## src/rtl/decode_byte_window_if.sv

```systemverilog
// decode_byte_window_if: fetch, consume and window signals of the decode byte window.
// Stats ports exist only when DECODE_WINDOW_STATS_EN is defined.
interface decode_byte_window_if #(parameter int WINDOW_BYTES = 12);
  logic                      dec_flush;
  logic                      fetch_valid;
  logic [31:0]               fetch_data;
  logic [2:0]                fetch_count;
  logic                      fetch_accept;
  logic                      consume_valid;
  logic [3:0]                consume_len;
  logic                      consume_err;
  logic [8*WINDOW_BYTES-1:0] decoder;
  logic [3:0]                decoder_count;
`ifdef DECODE_WINDOW_STATS_EN
  logic [31:0]               stat_bytes_consumed;
  logic [31:0]               stat_starve_cycles;
  modport master (output dec_flush, fetch_valid, fetch_data, fetch_count, consume_valid, consume_len,
                  input fetch_accept, consume_err, decoder, decoder_count, stat_bytes_consumed, stat_starve_cycles);
  modport slave (input dec_flush, fetch_valid, fetch_data, fetch_count, consume_valid, consume_len,
                 output fetch_accept, consume_err, decoder, decoder_count, stat_bytes_consumed, stat_starve_cycles);
`else
  modport master (output dec_flush, fetch_valid, fetch_data, fetch_count, consume_valid, consume_len,
                  input fetch_accept, consume_err, decoder, decoder_count);
  modport slave (input dec_flush, fetch_valid, fetch_data, fetch_count, consume_valid, consume_len,
                 output fetch_accept, consume_err, decoder, decoder_count);
`endif
endinterface

```

## src/rtl/decode_byte_window.sv

```systemverilog
// decode_byte_window: byte window feeding decode; oldest byte at decoder[7:0].
// Optional counters enabled by defining DECODE_WINDOW_STATS_EN.
module decode_byte_window #(
  parameter int WINDOW_BYTES = 12,
  parameter int FETCH_BYTES  = 4
) (
  input logic clk,
  input logic rst_n,
  decode_byte_window_if.slave bus
);
  localparam int WB = 8*WINDOW_BYTES;
  logic [3:0]    count_q, count_d;
  logic [WB-1:0] data_q, data_d;
  logic          err_q, err_d;
  logic          consume_ok, fetch_ok;
  logic [4:0]    cons, add, base, cnt_new;
  logic [WB-1:0] shifted, fetch_ext, keep_m, new_m;
  assign bus.fetch_accept  = (5'(count_q) <= 5'(WINDOW_BYTES-FETCH_BYTES)) && !bus.dec_flush;
  assign bus.decoder       = data_q;
  assign bus.decoder_count = count_q;
  assign bus.consume_err   = err_q;
  // Consume-then-append: surviving bytes shift down, new bytes land right above them.
  always_comb begin
    keep_m = '0;
    new_m = '0;
    consume_ok = bus.consume_valid && bus.consume_len != 4'd0 && bus.consume_len <= count_q;
    fetch_ok = bus.fetch_valid && bus.fetch_accept && bus.fetch_count != 3'd0 &&
               5'(bus.fetch_count) <= 5'(FETCH_BYTES);
    cons = consume_ok ? 5'(bus.consume_len) : 5'd0;
    add = fetch_ok ? 5'(bus.fetch_count) : 5'd0;
    base = 5'(count_q) - cons;
    cnt_new = base + add;
    shifted = data_q >> {cons, 3'b000};
    fetch_ext = WB'(bus.fetch_data) << {base, 3'b000};
    for (int i = 0; i < WINDOW_BYTES; i++) begin
      keep_m[8*i +: 8] = {8{5'(i) < base}};
      new_m[8*i +: 8] = {8{5'(i) < cnt_new}};
    end
    count_d = bus.dec_flush ? 4'd0 : cnt_new[3:0];
    data_d = bus.dec_flush ? '0 : (shifted & keep_m) | (fetch_ext & new_m & ~keep_m);
    err_d = !bus.dec_flush && bus.consume_valid && !consume_ok;
  end
  always_ff @(posedge clk or negedge rst_n) begin
    if (!rst_n) begin
      count_q <= '0;
      data_q <= '0;
      err_q <= 1'b0;
    end else begin
      count_q <= count_d;
      data_q <= data_d;
      err_q <= err_d;
    end
  end
`ifdef DECODE_WINDOW_STATS_EN
  logic [31:0] consumed_q, starve_q;
  assign bus.stat_bytes_consumed = consumed_q;
  assign bus.stat_starve_cycles  = starve_q;
  always_ff @(posedge clk or negedge rst_n) begin
    if (!rst_n) begin
      consumed_q <= '0;
      starve_q <= '0;
    end else if (!bus.dec_flush) begin
      consumed_q <= consumed_q + 32'(cons);
      starve_q <= starve_q + 32'(count_q == 4'd0);
    end
  end
`endif
endmodule

```

## src/flat_wrapper.sv

```systemverilog
// flat-port wrapper written by rule: the top's interface ports become plain ports
module decode_byte_window_flat 
#(
  parameter int WINDOW_BYTES = 12,
  parameter int FETCH_BYTES  = 4
)
  (clk, rst_n, bus_dec_flush, bus_fetch_valid, bus_fetch_data, bus_fetch_count, bus_consume_valid, bus_consume_len, bus_fetch_accept, bus_consume_err, bus_decoder, bus_decoder_count);
  decode_byte_window_if #(.WINDOW_BYTES(WINDOW_BYTES)) bus_i ();
  input logic clk;
  input logic rst_n;
  input wire logic [$bits(bus_i.dec_flush)-1:0] bus_dec_flush;
  input wire logic [$bits(bus_i.fetch_valid)-1:0] bus_fetch_valid;
  input wire logic [$bits(bus_i.fetch_data)-1:0] bus_fetch_data;
  input wire logic [$bits(bus_i.fetch_count)-1:0] bus_fetch_count;
  input wire logic [$bits(bus_i.consume_valid)-1:0] bus_consume_valid;
  input wire logic [$bits(bus_i.consume_len)-1:0] bus_consume_len;
  output wire logic [$bits(bus_i.fetch_accept)-1:0] bus_fetch_accept;
  output wire logic [$bits(bus_i.consume_err)-1:0] bus_consume_err;
  output wire logic [$bits(bus_i.decoder)-1:0] bus_decoder;
  output wire logic [$bits(bus_i.decoder_count)-1:0] bus_decoder_count;
  assign bus_i.dec_flush = bus_dec_flush;
  assign bus_i.fetch_valid = bus_fetch_valid;
  assign bus_i.fetch_data = bus_fetch_data;
  assign bus_i.fetch_count = bus_fetch_count;
  assign bus_i.consume_valid = bus_consume_valid;
  assign bus_i.consume_len = bus_consume_len;
  assign bus_fetch_accept = bus_i.fetch_accept;
  assign bus_consume_err = bus_i.consume_err;
  assign bus_decoder = bus_i.decoder;
  assign bus_decoder_count = bus_i.decoder_count;
  decode_byte_window #(.WINDOW_BYTES(WINDOW_BYTES), .FETCH_BYTES(FETCH_BYTES)) u_core (.clk(clk), .rst_n(rst_n), .bus(bus_i));
endmodule
```

## config.mk

```make
export PLATFORM = sky130hd
export DESIGN_NAME = decode_byte_window_flat
export DESIGN_NICKNAME = d
export VERILOG_FILES = /design/src/rtl/decode_byte_window_if.sv /design/src/rtl/decode_byte_window.sv /design/src/flat_wrapper.sv
export SDC_FILE = /design/constraint.sdc
export NUM_CORES = 1
export LEC_CHECK = 0
export CAP_MARGIN = 10
export CORE_MARGIN = 2
export CORE_UTILIZATION = 55
export DETAILED_ROUTE_END_ITERATION = 12
export PLACE_DENSITY = 0.82
export SLEW_MARGIN = 40
export SYNTH_ARGS = -nofsm -noshare
export SYNTH_HDL_FRONTEND = slang
export SYNTH_SLANG_ARGS = --single-unit
```

## constraint.sdc

```tcl
create_clock -name clk -period 6 [get_ports clk]
set_input_delay 0.6 -clock clk [delete_from_list [all_inputs] [get_ports clk]]
set_output_delay 0.6 -clock clk [all_outputs]
set_load 0.03 [all_outputs]
```

# Word level (Yosys, flattened, before mapping)
# Index checks and enable logic that the tools add are counted.
[word_totals]
out_inout_bits = 102
regBits = 101
[classes]
n_lt_le_gt_ge = 27
shift = 2
reduce_logical = 12
muxes = 4
n_bitwise = 5
add_sub_neg = 2
[ops]
columns = ["cell", "n"]
rows = [
  ["96-bit AND", 3],
  ["96-bit two-way mux", 1],
  ["96-bit inverter", 1],
  ["96-bit OR", 1],
  ["32-bit by 8-bit << shifter with 96-bit output", 1],
  ["96-bit by 8-bit >> shifter with 96-bit output", 1],
  ["3-bit by 5-bit < comparator with 1-bit output (first input constant)", 8],
  ["4-bit by 5-bit < comparator with 1-bit output (first input constant)", 8],
  ["1-bit by 5-bit < comparator with 1-bit output (first input constant)", 4],
  ["2-bit by 5-bit < comparator with 1-bit output (first input constant)", 4],
  ["1-bit logical AND", 8],
  ["4-bit two-way mux", 2],
  ["5-bit adder", 1],
  ["4-bit by 5-bit subtractor with 5-bit output", 1],
  ["4-bit <= comparator", 1],
  ["4-bit <= comparator (second input constant)", 1],
  ["4-bit nonzero test", 1],
  ["3-bit <= comparator (second input constant)", 1],
  ["3-bit two-way mux", 1],
  ["3-bit nonzero test", 1],
  ["1-bit zero test", 2],
]

# Longest topological paths before layout
[depth]
ltp_word = 12
depth_mapped = 24
mapped_depth_nobuf = 18

# Least setup slack after synthesis
# Ideal clock, no wire load.
[synth_timing]
path_kind = "input-to-reg"
from = "input bus_consume_len[0]"
to = "register u_core.data_q[91] (netlist: u_core.bus.decoder[91])"
setup_slack_ns = 0.206
stages = 20
path_buffers = 5
arrival_ns = 5.711
setup_time_ns = 0.083
required_time_ns = 5.917
cell_sequence = "clkbuf_1 -> clkinv_1 -> ha_1 -> a41oi_1 -> nor3_4 -> inv_2 -> buf_2 -> buf_2 -> fa_1 -> xnor2_1 -> clkinv_1 -> clkbuf_1 -> ha_1 -> clkbuf_1 -> a21oi_1 -> xnor2_1 -> a2bb2oi_2 -> inv_1 -> or4_1 -> o21ai_0"
[synth_between]
elab_chain_cells = 11
[synth_rtl]
columns = ["item", "line_no", "source"]
rows = [
  ["start, declared", "flat_wrapper.sv:16", "input wire logic [$bits(bus_i.consume_len)-1:0] bus_consume_len;"],
  ["branches (longest 3 deep; another with 4-bit <= comparator)", "-", ""],
  ["4-bit two-way mux (*)", "decode_byte_window.sv:29", "cons = consume_ok ? 5'(bus.consume_len) : 5'd0;"],
  ["4-bit by 5-bit subtractor with 5-bit output", "decode_byte_window.sv:31", "base = 5'(count_q) - cons;"],
  ["5-bit adder", "decode_byte_window.sv:32", "cnt_new = base + add;"],
  ["4-bit by 5-bit < comparator with 1-bit output", "decode_byte_window.sv:37", "new_m[8*i +: 8] = {8{5'(i) < cnt_new}};"],
  ["96-bit AND (2 in series)", "decode_byte_window.sv:40", "data_d = bus.dec_flush ? '0 : (shifted & keep_m) | (fetch_ext & new_m & ~keep_m);"],
  ["96-bit OR (*)", "decode_byte_window.sv:40", ""],
  ["96-bit two-way mux (*)", "decode_byte_window.sv:40", ""],
  ["named net u_core.data_d[91]", "decode_byte_window.sv:13", "logic [WB-1:0] data_q, data_d;"],
  ["end signal, assigned", "decode_byte_window.sv:50", "data_q <= data_d;"],
  ["end, declared", "decode_byte_window.sv:13", ""],
]
# Mark *: on every way through the listed nets, which the timed path passes.

# Worst setup path in the final report
[layout_timing]
from = "input bus_consume_len[0]"
to = "register u_core.data_q[90] (netlist: u_core.bus.decoder[90])"
# The elaborated chain is that of the path after synthesis.

==> impl_results.md <==
- Initial antenna violation count: 0
- H-tree depth: 3
- DRT iter0 DRCs: 2,168
- Final setup vio count: 0
- Post_cts resized: 0
- Vias per std cell: 7.376
- Clock buffer depth: 2
- Post-synth top area share: 28.31%
- Area share of fa/ha/maj cells after synthesis: 2.130%
- Die area: 0.01727 mm²
- Setup crit start: bus_consume_len[0]
- Largest family of logic cells by synthesized area: compound AO/OA/AOI/OAI gates
- Data required, critical path: 6.28 ns
- # diodes: 0
- Clock skew: 0.007621 ns
- Largest net degree at the start of global routing: 75
- Dpl hpwl: 30.26 mm
- Critical path class: in2reg
- Most used cell, CP: ha_1
- PortBufs: 145
- GRT Total Usage: 45.76%
- CP delay by family, top: adder cells
- GP Congestion: 1.040
- Hold Buf Count CTS: 0
- Row count: 46
- CTS buffer count: 9
- Hold_ws: 0.2791 ns
- Worst Setup Start Kind: primary input
- Ranking of synthesized cells by area: dfrtp_1, mux2i_1, nand2_1, a21oi_1, o21ai_0
- Post-synthesis instance area: 0.008929 mm²
- Initial core utilization: 56.21%
- CTS Root Cell: clkbuf_16
- Final Util: 68.12%
- Worst R2R Start: u_core.bus.decoder_count[1]$_DFF_PN0_
- CTS tree: yes
- Critical Path Max Stage Delay: 0.63 ns
- Most frequent cells after synthesis: nand2_1, dfrtp_1, a21oi_1
- Final Hold Vio Count: 0
- WL per Instance: 27.81 µm
- Critical Path AT: 5.29 ns
- Die Span X: 131.4 µm
- Compound-Gate Fraction of Synth Area: 31.40%
- Post-Synth XOR/XNOR Area: 0.4905%
- Antenna-violating nets left: 0
- Most frequent cell after synthesis: nand2_1
- Hold Path Class: in2async
- Reg clk slew, reported paths: 0.07 ns
- Slowest cell on the critical path: or4_1
- Setup TNS: 0 ns
- Final Max Tran Viols: 0
- Drt pass-1 iters: 7
- Clock Sinks: 101
- Vias: 10,870
- Main flop type after synthesis: dfrtp_1
- Number of synthesized flops with an enable pin: 0
- Post-layout min period: 5.010 ns
- Setup Buffers After CTS: 0
- Worst Path Buf+Inv: 6
- Slew at the pin closest to its max-slew limit: 0.9065 ns
- Simple-Gate Fraction of Synth Area: 20.03%
- DRC violations left: 0
- Die height: 131.4 µm
- Post-Syn Instances: 1,151
- Lkg Pwr: 4.522 nW
- RSZ-0062 raised after global routing: false
- Post-synthesis cell type count: 72
- MaxCap Viol Count: 0
- Share of cell area taken by muxes after synthesis: 12.50%
- Final Net Count: 1,311
- Worst-Skew Late Latency: 0.37 ns
- CP max FO: 9
- Crit end category: flip-flop
- Post-Syn Area per Cell: 7.757 µm²
- Rel. slew slack: 38.93%
- Area grow syn2layout: 21.19%
- Number of global-route vias before repair: 9,504
- Ys Warns: 0
- Fmax: 199.6 MHz
- Seq/Total Area, Yosys: 28.31%
- CORE AREA: 0.01589 mm²
- PD cells: 566.2 mW/mm²
- First-pass GRT wire length: 60.31 mm
- Synthesized Nets: 1,209
- Max IR drop VDD: 0.6040 mV
- Leading area contributor after synthesis: dfrtp_1
- Grt total ovfl: 0
- Drt total wl: 40.99 mm
- Tcrit/Tclk final: 83.50%
- Outcome: finished clean
- Io pins: 146
- CP cell instances: buf_2 -> clkinv_1 -> ha_1 -> nand2_1 -> o2111ai_1 -> nand4_1 -> inv_2 -> ha_1 -> inv_1 -> fa_2 -> xnor2_2 -> clkinv_1 -> ha_1 -> a21oi_1 -> xnor2_1 -> a2bb2oi_2 -> inv_1 -> or4_1 -> o21ai_0
- Share of layout cells above drive strength 1: 8.585%
- Number of synthesized register bits: 101
- Filler cell count: 1,427
- FFs w/ async S/R, synth: 100.0%
[final timing paths]
kind / end / slack [ns] / depth (start not counted)
hold reg to reg: u_core.bus.decoder[88]$_DFF_PN0_ / 0.69 / 2
hold / removal: u_core.bus.consume_err$_DFF_PN0_ / 0.28 / 1
setup / recovery: u_core.bus.decoder[90]$_DFF_PN0_ / 0.99 / 19
min in group clk: u_core.bus.decoder[88]$_DFF_PN0_ / 0.69 / 2
setup reg to reg: u_core.bus.decoder[90]$_DFF_PN0_ / 1.03 / 18
max in group asynchronous: u_core.bus.decoder[43]$_DFF_PN0_ / 4.56 / 2
[flip-flops by register name, summed over array words and instances, names as in the netlist]
register	flops
u_core.bus.decoder	96
u_core.bus.decoder_count	4
u_core.bus.consume_err	1
[where the power goes]
part           total (W)  switching, W  internal [W]
combinational    0.00427       0.00283       0.00144
clock           0.000574      0.000289      0.000284
sequential       0.00128      0.000393      0.000892
[metrics by stage]
step,power [W],cell area [µm²],std cells,setup WS [ns]
3_3_place_gp,0.005245,10520,1458,0.9070
4_1_cts,0.005856,10810,1474,1.035
3_5_place_dp,0.005291,10550,1458,0.6702
5_1_grt,0.006302,10820,1474,0.7909
2_1_floorplan,0.003762,8929,1151,0.2058
6_report,0.006127,10820,1474,0.9900
[kinds of logic (layout without fill, tap and decap cells)]
| family | count (synthesis) | after routing |
|---|---|---|
| adders and majority gates | 14 | 14 |
| xor gates and xnor gates | 5 | 5 |
| AOI/OAI and AO/OA | 425 | 425 |
| buffers and inverters | 112 | 219 |
| and+or+nand+nor | 387 | 387 |
| DFF | 101 | 101 |
| muxes | 107 | 107 |
[layer usage]
metal  part of all wire [%]  vias up  routed length [µm]  track usage, %
li1                       -     4548                   -               -
met1                     38     5086               15720           63.51
met2                     40     1094               16590           63.15
met5                   0.10        -                  43               0
met4                    3.3        2                1365           13.53
met3                     18      142                7265           21.49
[worst reg2reg max path, stage by stage, from the launching register on]
cell	delay (ns)
dfrtp_1	0.46
inv_1	0.14
ha_1	0.36
nor2b_1	0.16
o2111ai_1	0.27
nand4_1	0.18
inv_2	0.16
ha_1	0.19
inv_1	0.06
fa_2	0.40
xnor2_2	0.25
clkinv_1	0.12
ha_1	0.40
a21oi_1	0.27
xnor2_1	0.19
a2bb2oi_2	0.30
inv_1	0.12
or4_1	0.63
o21ai_0	0.23
[placed cells by master (no fill, tap or decap), drive strengths merged, types with 4 or more instances in the layout]
cell and n:
a21boi 4, o221ai 10, a32oi 15, nor3 15, clkinv 4, o211a 4, a21o 6, a221oi 5
ha 12, o22ai 40, nand4 12, clkbuf 11, o21ai 94, a211oi 21, clkdlybuf4s50 142, buf 34
o211ai 19, dfrtp 101, nor2 68, o2111ai 9, nand2b 10, o2bb2ai 14, a22oi 28, xnor2 4
or3 7, o32ai 15, nand2 178, nand3 47, a31oi 11, a2bb2oi 9, o31ai 9, and2 15
mux2 30, nor2b 15, a211o 4, a21oi 95, mux2i 77, inv 27, or2 8
[area by class of cell]
class                      count  area [µm²]  share of cell area, %
clock inverter                 5       35.03                 0.3238
clock buffer                  11       232.7                  2.151
multi-input combinational    938        5978                  55.25
sequential                   101        2527                  23.36
timing repair buffer         176        1675                  15.48
inverter                      27       101.3                 0.9366
tap                          216       270.3                  2.498
Note: power is estimated with default switching activity, not from simulation.
